**src/rtl/ring_sequencer_fsm.sv**
```systemverilog
// Programmable-length up/down ring sequencer with per-state dwell, load,
// step/wrap strobes and a sticky error flag for illegal states or loads.
module ring_sequencer_fsm #(
    parameter int NUM_STATES = 8,
    parameter int STATE_W    = $clog2(NUM_STATES),
    parameter int DWELL_W    = 4
) (
    input  logic               c,
    input  logic               rst,
    input  logic               en,
    input  logic               dir,
    input  logic               load,
    input  logic [STATE_W-1:0] load_val,
    input  logic [DWELL_W-1:0] dwell,
    output logic [STATE_W-1:0] out,
    output logic               step,
    output logic               wrap,
    output logic               err
);

    // One extra bit so the range check stays meaningful when NUM_STATES is a power of two.
    localparam logic [STATE_W:0]   NUM_S = NUM_STATES[STATE_W:0];
    localparam logic [STATE_W-1:0] LAST  = STATE_W'(NUM_STATES - 1);

    logic [STATE_W-1:0] state_q, state_d;
    logic [DWELL_W-1:0] cnt_q, cnt_d;
    logic               step_q, step_d;
    logic               wrap_q, wrap_d;
    logic               err_q, err_d;

    logic state_illegal;
    logic load_legal;

    assign state_illegal = ({1'b0, state_q} >= NUM_S);
    assign load_legal    = ({1'b0, load_val} < NUM_S);

    always_comb begin
        // NOTE: every _d gets a default first so no path through the if-chain infers a latch.
        state_d = state_q;
        cnt_d   = cnt_q;
        step_d  = 1'b0;
        wrap_d  = 1'b0;
        err_d   = err_q;

        if (state_illegal) begin
            state_d = '0;
            cnt_d   = '0;
            err_d   = 1'b1;
        end else if (load) begin
            if (load_legal) begin
                state_d = load_val;
                cnt_d   = '0;
            end else begin
                err_d = 1'b1;
            end
        end else if (en) begin
            // >= rather than == so a dwell lowered mid-count expires at once.
            if (cnt_q >= dwell) begin
                cnt_d  = '0;
                step_d = 1'b1;
                if (dir) begin
                    if (state_q == LAST) begin
                        state_d = '0;
                        wrap_d  = 1'b1;
                    end else begin
                        state_d = state_q + 1'b1;
                    end
                end else begin
                    if (state_q == '0) begin
                        state_d = LAST;
                        wrap_d  = 1'b1;
                    end else begin
                        state_d = state_q - 1'b1;
                    end
                end
            end else begin
                cnt_d = cnt_q + 1'b1;
            end
        end
    end

    // NOTE: sequential state uses non-blocking assignments so every flop samples pre-edge values.
    always_ff @(posedge c) begin
        if (rst) begin
            state_q <= '0;
            cnt_q   <= '0;
            step_q  <= 1'b0;
            wrap_q  <= 1'b0;
            err_q   <= 1'b0;
        end else begin
            state_q <= state_d;
            cnt_q   <= cnt_d;
            step_q  <= step_d;
            wrap_q  <= wrap_d;
            err_q   <= err_d;
        end
    end

    assign out  = state_q;
    assign step = step_q;
    assign wrap = wrap_q;
    assign err  = err_q;

endmodule

```
**config.mk**
```make
export PLATFORM = sky130hd
export DESIGN_NAME = ring_sequencer_fsm
export DESIGN_NICKNAME = d
export VERILOG_FILES = /design/src/rtl/ring_sequencer_fsm.sv
export SDC_FILE = /design/constraint.sdc
export NUM_CORES = 1
export LEC_CHECK = 0
export ABC_AREA = 1
export BUFFER_PORTS_ARGS = -buffer_cell sky130_fd_sc_hd__buf_2
export CAP_MARGIN = 20
export CORE_ASPECT_RATIO = 0.75
export CORE_UTILIZATION = 35
export DETAILED_ROUTE_END_ITERATION = 10
export PLACE_DENSITY = 0.56
export SYNTH_ARGS = -nofsm -noshare
export SYNTH_HDL_FRONTEND = slang
export SYNTH_SLANG_ARGS = --single-unit
export TNS_END_PERCENT = 1
```
**constraint.sdc**
```tcl
create_clock -name c -period 1.9 [get_ports c]
set_input_delay 0.095 -clock c [delete_from_list [all_inputs] [get_ports c]]
set_output_delay 0.095 -clock c [all_outputs]
set_load 0.02 [all_outputs]
```
==> results.toml <==
[sta]
min_period_over_period_pct = 79.5
rsz0062_at_grt = "no"
setup_viol = 0
worst_hold_slack_ns = 0.112
fin_tns_setup_ns = 0
fmax_mhz = 662
slew_violations = 0
clock_skew_ns = 0.00338
hold_viol = 0
fin_crit_ns = 1.51

[synth]
synth.yosys.seq_area_share_pct = 27.7
syn_nets = 114
syn_avg_cell_area_um2 = 6.98
synth_area_um2 = 649
ys_warn_count = 0
synth-seq-cells = 9
ys_types = 20
syn_inst = 93

[grt]
antenna_found_initial = 0
grt_use_total_pct = 15.7
grt_pass1_wl_mm = 2.21
grt_pass1_vias = 539
grt_max_degree = 9
overflow = 0

[floorplan]
die_area_mm2 = 0.00203
die_y_um = 39.3
core_area_mm2 = 0.00174
num_io_pins = 18
die_x_um = 51.7
rows = 13
initial_core_util_pct = 37.3

[critical_path]
critPathMaxStageDelay_ns = 0.40
crit_arrival_ns = 1.66
crit_type = "flop to flop"
critPathMaxFanout = 5
path_buf_inv = 1
required_ns = 2.05
r2r_setup_slack_ns = 0.39
cp_cell_sequence = "inv_1 > ha_1 > ha_1 > o21ai_0 > o21ai_0 > nand2_1 > nand2_1 > a21oi_1 > nor2_1"
worst_setup_path_start_kind = "flop"
cp_slowest_cell = "dfxtp_1"
worstSetupEndpointType = "flop"
crit_family = "flip-flops"

[layout]
stdcell_area_um2 = 776
final_cell_count_no_fill = 134
drive_gt1_share_pct = 25.9
n_antenna_cell = 0
layout.nets = 134
final_common_cell = "nand2_1"
fill_cells = 188
area_growth_syn_to_layout_pct = 19.5
final_cell_mix = "nand2_1, inv_1, buf_2, ha_1, dfxtp_1"

[min_path]
min_path_type = "input port to flop"

[clock_network]
clockBufferDepth = 2
worst_skew_pair.late_latency_ns = 0.26
cts_resized = 0
root_buffer = "clkbuf_4"
cts_hold_buf = 0
cts-htree-levels = 1
cts.sinks = 9
cts_buffers = 3
cts_tree = "built"
clkTransAtPathRegs_ns = 0.06
cts_setup_buffers = 0

[placement]
port_buffers = 16
dpl_cell_area_um2 = 749
gp_congestion = 0.782
dpl.hpwl_mm = 1.05
dp_cells = 130

[run_status]
outcome = "finished, final reports clean"

[routing]
wl_per_cell_um = 9.04
drt_iter0_drc = 8
drt-total-wl_mm = 1.21
dr.pass1.iters = 4
num_vias = 605
viasPerCell = 4.51
ant_nets = 0
drt_drc_violations_left = 0

[power_and_ir_drop]
finalPower_mw = 0.461
leakagePower_nw = 0.444
ir_drop_mv = 0.290
power.density_mw_per_mm2 = 594

[run]
max_cap_violations = 0
-- flip-flops by register name, indices dropped and copies added (netlist names) --
register and cells:
cnt_q 4, out 3, step 1, wrap 1
-- metrics by stage --
stage          setup WS (ns)  util, %
4_1_cts                0.387     44.6
5_1_grt                0.231     44.6
2_1_floorplan          0.413        -
6_report               0.390     44.6
3_3_place_gp           0.397     43.1
3_5_place_dp           0.395     43.1
-- worst reg2reg max path: cells and delay by family (launching register included) --
family,cells,cell delay [ns]
compound gates,3,0.38
fa+ha+maj,2,0.40
buf+inv,1,0.07
flops,1,0.40
simple gates,3,0.17
-- synth_stat cells, drive strengths merged --
| library cell | number | share of area [%] |
|---|---|---|
| a21oi | 5 | 5.6 |
| buf | 1 | 1.2 |
| conb | 1 | 0.58 |
| dfxtp | 9 | 28 |
| ha | 9 | 17 |
| inv | 18 | 10 |
| mux2i | 1 | 1.5 |
| nand2 | 25 | 16 |
| nand3 | 5 | 4.6 |
| nand4 | 3 | 2.9 |
| nor2 | 7 | 4.0 |
| nor3 | 2 | 1.5 |
| o21ai | 4 | 3.1 |
| o21ba | 1 | 1.5 |
| or2 | 1 | 0.96 |
| xor2 | 1 | 1.3 |
-- kinds of logic after synthesis --
logic type,share of synthesized area [%]
AO/OA/AOI/OAI,10.2
XOR/XNOR,1.35
adder cells (fa/ha/maj),17.3
buffers and inverters,11.6
flip-flops,27.7
multiplexers,1.54
other,0.577
AND/OR/NAND/NOR,29.7
-- area by class of cell --
class / count / area, um2 / share of cell area, %
tap: 22 / 27.5 / 3.55
sequential: 9 / 180 / 23.2
timing repair buffer: 16 / 80.1 / 10.3
clock buffer: 4 / 26.3 / 3.39
inverter: 18 / 67.6 / 8.71
multi-input combinational: 65 / 394 / 50.8
-- path summary, 6_finish.rpt --
check                   to  cells past startpoint      from
setup / recovery    out[1]                      9    out[0]
hold / removal      out[2]                      4       rst
setup reg to reg    out[1]                      9    out[0]
hold reg to reg   cnt_q[1]                      2  cnt_q[1]
-- metal layers --
layer / part of all wire (%) / GRT usage, % / vias up
met3: 6.4 / 8.14 / 0
met5: 0 / 0 / -
li1: - / - / 332
met2: 40 / 21.1 / 14
met1: 53 / 21.2 / 259
met4: 0 / 4.05 / 0
-- where the power goes --
part           internal, mW  switching (mW)  total, mW  leakage [nW]
clock                0.0808          0.0655      0.146        0.0150
combinational        0.0443          0.0656      0.110         0.356
sequential            0.197         0.00820      0.205        0.0735
total                 0.322           0.139      0.461         0.444
Note: power is estimated with default switching activity, not from simulation.
